==> config.mk <==
export PLATFORM = sky130hd
export DESIGN_NAME = aes_inv_round_sequencer
export DESIGN_NICKNAME = d
export VERILOG_FILES = /design/src/rtl/aes_inv_round_sequencer.sv
export SDC_FILE = /design/constraint.sdc
export NUM_CORES = 1
export LEC_CHECK = 0
export CORE_AREA = 2 2 251 253
export CTS_CLUSTER_SIZE = 10
export DETAILED_ROUTE_END_ITERATION = 7
export DIE_AREA = 0 0 253 255
export PLACE_DENSITY = 0.56
export SYNTH_ARGS = -nofsm -noshare
export SYNTH_HDL_FRONTEND = slang
export SYNTH_SLANG_ARGS = --single-unit
export TNS_END_PERCENT = 30
==> constraint.sdc <==
create_clock -name Clk -period 15.35 [get_ports Clk]
set_clock_uncertainty 0.2 [all_clocks]
set_input_delay 1.535 -clock Clk [delete_from_list [all_inputs] [get_ports Clk]]
set_output_delay 1.535 -clock Clk [all_outputs]
set_load 0.01 [all_outputs]
==> src/rtl/aes_inv_round_sequencer.sv <==
// AES-128 inverse-round control FSM; owns the cipher state and does AddRoundKey.
// Optional abort input is enabled by defining AES_INV_SEQ_ABORT_EN.
module aes_inv_round_sequencer #(
    parameter int NR         = 10,
    parameter int DP_LATENCY = 1
) (
    input  logic         Clk,
    input  logic         Reset,
    input  logic         start,
`ifdef AES_INV_SEQ_ABORT_EN
    input  logic         abort,
`endif
    input  logic [0:127] ciphertext,
    input  logic [0:127] round_key,
    input  logic [0:127] dp_text_in,
    output logic         ready,
    output logic         done,
    output logic [0:127] plaintext,
    output logic [3:0]   key_idx,
    output logic         dp_op,
    output logic [0:127] dp_text_out
);

    typedef enum logic [2:0] {
        IDLE, LOAD, INIT_ADD, SUB, ADD, MIX, DONE
    } state_t;

    localparam logic [1:0] LAT   = 2'(DP_LATENCY);
    localparam logic [3:0] K_TOP = 4'(NR);
    localparam logic [3:0] R_TOP = 4'(NR - 1);

    state_t       state, state_n;
    logic [0:127] text, text_n;
    logic [0:127] pt_n;
    logic [3:0]   r, r_n;
    logic [3:0]   kidx_n;
    logic [1:0]   wait_q, wait_n;
    logic         abort_i;

`ifdef AES_INV_SEQ_ABORT_EN
    assign abort_i = abort;
`else
    assign abort_i = 1'b0;
`endif

    assign dp_text_out = text;

    always_comb begin
        state_n = state;
        text_n  = text;
        pt_n    = plaintext;
        r_n     = r;
        kidx_n  = key_idx;
        wait_n  = wait_q;
        ready   = 1'b0;
        done    = 1'b0;
        dp_op   = 1'b0;
        unique case (state)
            IDLE: begin
                ready = 1'b1;
                if (start && !abort_i) begin
                    text_n  = ciphertext;
                    kidx_n  = K_TOP;
                    r_n     = R_TOP;
                    state_n = LOAD;
                end
            end
            LOAD: state_n = INIT_ADD;
            INIT_ADD: begin
                text_n  = text ^ round_key;
                kidx_n  = r;
                wait_n  = LAT;
                state_n = SUB;
            end
            SUB: begin
                if (wait_q == 2'd0) begin
                    text_n  = dp_text_in;
                    state_n = ADD;
                end else begin
                    wait_n = wait_q - 2'd1;
                end
            end
            ADD: begin
                text_n = text ^ round_key;
                // result is latched here so it is valid while done is high
                if (r == 4'd0) begin
                    pt_n    = text ^ round_key;
                    state_n = DONE;
                end else begin
                    wait_n  = LAT;
                    state_n = MIX;
                end
            end
            MIX: begin
                dp_op = 1'b1;
                if (wait_q == 2'd0) begin
                    text_n  = dp_text_in;
                    r_n     = r - 4'd1;
                    kidx_n  = r - 4'd1;
                    wait_n  = LAT;
                    state_n = SUB;
                end else begin
                    wait_n = wait_q - 2'd1;
                end
            end
            DONE: begin
                done    = 1'b1;
                state_n = IDLE;
            end
            default: state_n = IDLE;
        endcase
        if (abort_i && state != IDLE) begin
            state_n = IDLE;
            text_n  = '0;
            pt_n    = plaintext;
            r_n     = '0;
            kidx_n  = '0;
            wait_n  = '0;
            done    = 1'b0;
        end
    end

    always_ff @(posedge Clk or posedge Reset) begin
        if (Reset) begin
            state     <= IDLE;
            text      <= '0;
            plaintext <= '0;
            r         <= '0;
            key_idx   <= '0;
            wait_q    <= '0;
        end else begin
            state     <= state_n;
            text      <= text_n;
            plaintext <= pt_n;
            r         <= r_n;
            key_idx   <= kidx_n;
            wait_q    <= wait_n;
        end
    end

endmodule
# Yosys cells after proc, flatten, opt, wreduce, memory -nomap -nowiden

Cells that the tools add are included.
Widths: inputs -> output; s select.

Word-level logic and storage cells: 56
Register bits after elaboration: 269
Output and inout port bits: 263

Multiplexer cells: 20
$add $sub $neg: 2
Equality and inequality tests: 12
Bitwise logic cells: 1
Reductions and logical operators: 15

Operator list:

| operator            | number |
|---|---|
| $pmux 128 s3        | 1 |
| $mux 128            | 2 |
| $xor 128x128->128   | 1 |
| $pmux 3 s6          | 1 |
| $reduce_and 3->1    | 5 |
| $mux 4              | 3 |
| $pmux 4 s3          | 1 |
| $ne 2x2->1 const B  | 5 |
| $eq 3x3->1 const B  | 3 |
| $mux 3              | 3 |
| $mux 2              | 4 |
| $pmux 2 s4          | 1 |
| $pmux 4 s2          | 1 |
| $eq 3x2->1 const B  | 2 |
| $reduce_bool 3->1   | 2 |
| $logic_not 4->1     | 1 |
| $reduce_bool 4->1   | 1 |
| $reduce_or 2->1     | 2 |
| $sub 4x1->4 const B | 1 |
| $eq 3x1->1 const B  | 1 |
| $logic_not 3->1     | 1 |
| $mux 1              | 3 |
| $logic_not 2->1     | 1 |
| $ne 2x1->1 const B  | 1 |
| other kinds (3)     | 3 |

# Longest topological paths before layout

Word-level depth: 4
Mapped depth: 9
Mapped depth without buffers: 6

# Worst setup path after synthesis

OpenSTA, ideal clock, no wires.

Path kind: register to output
From: register state[0]
To: output done
Slack: 12.369 ns
Data arrival time: 1.246 ns
Stages on the path, launching flop included: 6
Path through: dfrtp_1 > buf_4 > clkinv_1 > buf_2 > clkbuf_1 > and3_1

Word-level cells in the longest chain between the ends: 2

RTL lines:

| element                | line | text |
|---|---|---|
| from (decl)            | 32   | `state_t state, state_n;` |
| from (signal assigned) | 132  | `state <= state_n;` |
| $eq 3x3->1             | 58   | `unique case (state)` |
| $mux 1                 | 58   |  |
| to (decl)              | 17   | `output logic done,` |

Every way passes these cells.

# Worst setup path after layout

Same ends and word-level chain as after synthesis.

==> run summary <==
The wire-length estimate of the detail-placed layout is 37,200 um. The run gives 1,488 as the gate count after technology mapping. The buffer type at the clock tree root is sky130_fd_sc_hd__clkbuf_16. Overall power consumption after layout is estimated at 4.23 mW.

Final count of negative-setup-slack endpoints: 0. Proportion of netlist area held by the largest area contributor: 49.5%. The die is 255 um tall. The die covers 0.0645 mm^2.

The layout has 6,307 filler cells. The logs give 49.5% for the register area share after synthesis and 0.000183 V for the worst vdd rail ir drop. The critical path is of the reg -> out type. Counting every sink on the clock net gives 269. No sink is reached through more buffers than the 3 on the longest clock path. In this run the count of I/O pins placed on the die edge is 650. The synthesis-stage register bit count is 269. By count the netlist is led by sky130_fd_sc_hd__dfrtp_1 (269), sky130_fd_sc_hd__nor2_1 (257), sky130_fd_sc_hd__nand2_1 (137). Sorting the synthesized cells by area gives the leading types as sky130_fd_sc_hd__dfrtp_1 (50%), sky130_fd_sc_hd__nor2_1 (7.1%), sky130_fd_sc_hd__a31oi_1 (6.0%). The share of synthesized area spent on multiplexers was 5.97%; the post-place setup slack was 10.44 ns.

Clock transition at the registers of the reported paths: 0.05 ns. Summing the areas of all and, or, nand and nor instances in the mapped netlist gives 11.8% of the synthesized area. The final count of pins violating max slew came out at 0.

For the clock insertion delay at the later pin of the skew report, the log shows 0.53 ns. The final weighted congestion of routability-driven global placement is 0.834. The tools report the critical path startpoint as state[0].

The number of cell rows was 92. The sum of overflow across all layers after global routing came out at 0. Following the worst setup path forward leads to its endpoint at done.

Static timing analysis puts the maximum clock frequency at 231 MHz. The run gives 0 as the number of post-CTS setup repair buffers. For the via count of the first global-routing pass, the log shows 13.3k. The run finished with clean final reports. The arithmetic-cell share of the synthesized area counting full adders, half adders and majority gates was 0.276%. The final count of hold timing violations is 0, and the complex-gate fraction of the synthesized area is 18.3%. Relative to the synthesized area, the layout overhead comes to 61.1%.

The CTS H-tree depth was 2; the net total in the final layout was 2,466. The number of buffers inserted by port buffering is 649. The worst path meets setup with 11.02 ns of slack. For the first-pass GRT wire length, the log shows 77,500 um. Dividing the detail-routed via count by the number of cells gives 4.49. For this run, the leading register cell type out of synthesis is sky130_fd_sc_hd__dfrtp_1.

Initial antenna violation count: 1. Launching element type of the critical path: a flop. Summing all placed instances gives a cell area of 0.0207 mm^2.

In the synthesized netlist the async set-or-reset flop fraction comes to 100%. The CTS buffer count is 36, and the total number of vias is 13.0k. Of the total synthesized cell area, the portion taken by XOR and XNOR cells is 8.31%. Number of routed nets with antenna violations: 0.

The library cell with the highest instance count after synthesis was sky130_fd_sc_hd__dfrtp_1. The analysis attributes to cell leakage a power of 8.87 nW. Setup repair after global routing left no endpoint under its margin. For the total number of yosys warnings, the log shows 0. The critical-path maximum fanout came out at 65. In this run the critical register-to-register path is captured at dp_text_out[73].

The wire length per cell was 17.9 um. Data on the critical path arrives at its endpoint at 2.60 ns. Across every metal layer, demand over resource in global routing totals 15.2%.

The worst register-to-register path has a depth of 5. The setup check on the worst reg-to-reg path leaves a slack of 11.68 ns. Once the floorplan was initialized, standard cells occupied 21.9% of the core.

For this block, the initial DRC count from the detailed router was 783. The run gives 177 as the pin count of the biggest net entering global routing. The net count after synthesis was 1,878; the total negative slack for setup checks was 0 ns. The number of buffers inserted for hold repair after clock tree synthesis is 0. The cell area that synthesis handed to floorplanning was 0.0136 mm^2. The final layout contains routed wiring with a total length of 51,800 um. The first detailed-routing pass ran for 5 iterations.

Synthesis instantiated 38 different standard cells from the library. The dominant combinational cell family by area after synthesis is compound AO/OA/AOI/OAI gates. The remaining max-slew budget at the tightest pin is 32.5%, and the residual DRC count is 0.

TritonCTS built the clock tree. The areal power density over the cells was 193 mW/mm^2. Of the cells placed in the final design, the portion with a size suffix greater than 1 is 6.54%. The region available for standard cell placement spans 0.0622 mm^2.

After layout, the worst path uses 28.2% of the clock period. Yosys mapped a number of flops with a built-in enable equal to 0. The cell accounting for the most synthesized area was sky130_fd_sc_hd__dfrtp_1.

Measured along the x axis, the die boundary spans 253 um. STA classifies the critical path endpoint as an output port. For the worst setup path, the data required time is 13.62 ns.

Number of maximum-capacitance constraint violations: 0. The startpoint identified for the worst register-to-register timing path is state[2]. A synthesized cell averages 9.13 um^2. The clock period could shrink to 4.33 ns.

For the pin with the worst max-slew slack, the measured transition is 1.01 ns. Worst hold path class: reg -> reg. The tools report the final cell area excluding filler cells as 0.0219 mm^2.

The number of cells upsized or downsized after cts came out at 0.
## layer usage
metal / track usage [%] / vias up / share of wire (%)
li1: - / 6217 / -
met1: 18.6 / 6225 / 40
met2: 25.8 / 451 / 49
met3: 3.17 / 111 / 6.2
met4: 6.76 / 0 / 4.2
met5: 0 / - / 0
## critical path, cell delays in order (launching register included)
cell and delay, ns:
sky130_fd_sc_hd__dfrtp_4 0.73, sky130_fd_sc_hd__inv_4 0.53, sky130_fd_sc_hd__and3_1 0.26, sky130_fd_sc_hd__clkdlybuf4s50_1 0.55
## through the flow
| step | util [%] | cells | hold slack [ns] |
|---|---|---|---|
| 2_1_floorplan | - | 1488 | 0.263 |
| 3_3_place_gp | 33.4 | 2837 | 0.288 |
| 3_5_place_dp | 33.4 | 2837 | 0.294 |
| 4_1_cts | 35.2 | 2894 | 0.310 |
| 5_1_grt | 35.2 | 2895 | 0.313 |
| 6_report | 35.2 | 2895 | 0.303 |
## cell families after synthesis
| group | after synthesis |
|---|---|
| multiplexers | 72 |
| buffers and inverters | 189 |
| flip-flops | 269 |
| XOR/XNOR | 129 |
| AO/OA/AOI/OAI | 414 |
| AND/OR/NAND/NOR | 412 |
| adder cells (fa/ha/maj) | 3 |
## cell type report
class                      count  area [um^2]  share of cell area, %
multi-input combinational   1030         6100                   27.8
clock buffer                  52         1020                   4.67
inverter                      78          303                   1.38
antenna                        1         2.50                 0.0114
sequential                   269         6740                   30.8
tap                          799         1000                   4.57
clock inverter                 5          129                  0.589
timing repair buffer         661         6610                   30.2
## power by group
group	internal, mW	switching, mW
combinational	1.00	1.18
clock	0.525	0.316
sequential	0.958	0.248
total	2.48	1.74
## layout by cell type (no fill, tap or decap), types with 2 or more instances in the layout
cell type                         instances
sky130_fd_sc_hd__clkbuf_16               37
sky130_fd_sc_hd__a31oi_1                130
sky130_fd_sc_hd__buf_4                   10
sky130_fd_sc_hd__clkdlybuf4s50_1        649
sky130_fd_sc_hd__buf_12                   2
sky130_fd_sc_hd__a21o_1                   2
sky130_fd_sc_hd__inv_1                   76
sky130_fd_sc_hd__o21ai_0                 80
sky130_fd_sc_hd__o31ai_1                  3
sky130_fd_sc_hd__clkbuf_1                11
sky130_fd_sc_hd__nor2b_1                  2
sky130_fd_sc_hd__nand2b_1                 2
sky130_fd_sc_hd__xnor2_1                 58
sky130_fd_sc_hd__nand2_1                137
sky130_fd_sc_hd__nor3_1                   4
sky130_fd_sc_hd__mux2_2                  72
sky130_fd_sc_hd__a211o_1                 58
sky130_fd_sc_hd__and3_1                   2
sky130_fd_sc_hd__a21oi_1                134
sky130_fd_sc_hd__ha_1                     3
sky130_fd_sc_hd__xor2_1                  70
sky130_fd_sc_hd__dfrtp_1                268
sky130_fd_sc_hd__bufinv_16                4
sky130_fd_sc_hd__clkbuf_8                 4
sky130_fd_sc_hd__nor2_1                 257
## flip-flops by register name, indices dropped and copies added (netlist names)
| name | flops |
|---|---|
| wait_q | 2 |
| dp_text_out | 128 |
| r | 4 |
| state | 3 |
| key_idx | 4 |
| plaintext | 128 |
## worst min path at each step
stage,from,end,cells past startpoint
after floorplan,r[1],r[1],2
after global placement,plaintext[14],plaintext[14],1
after detailed placement,r[1],r[1],2
after CTS,plaintext[11],plaintext[11],1
after global routing,plaintext[11],plaintext[11],1
final,plaintext[11],plaintext[11],1
(Power assumes the default switching activity.)
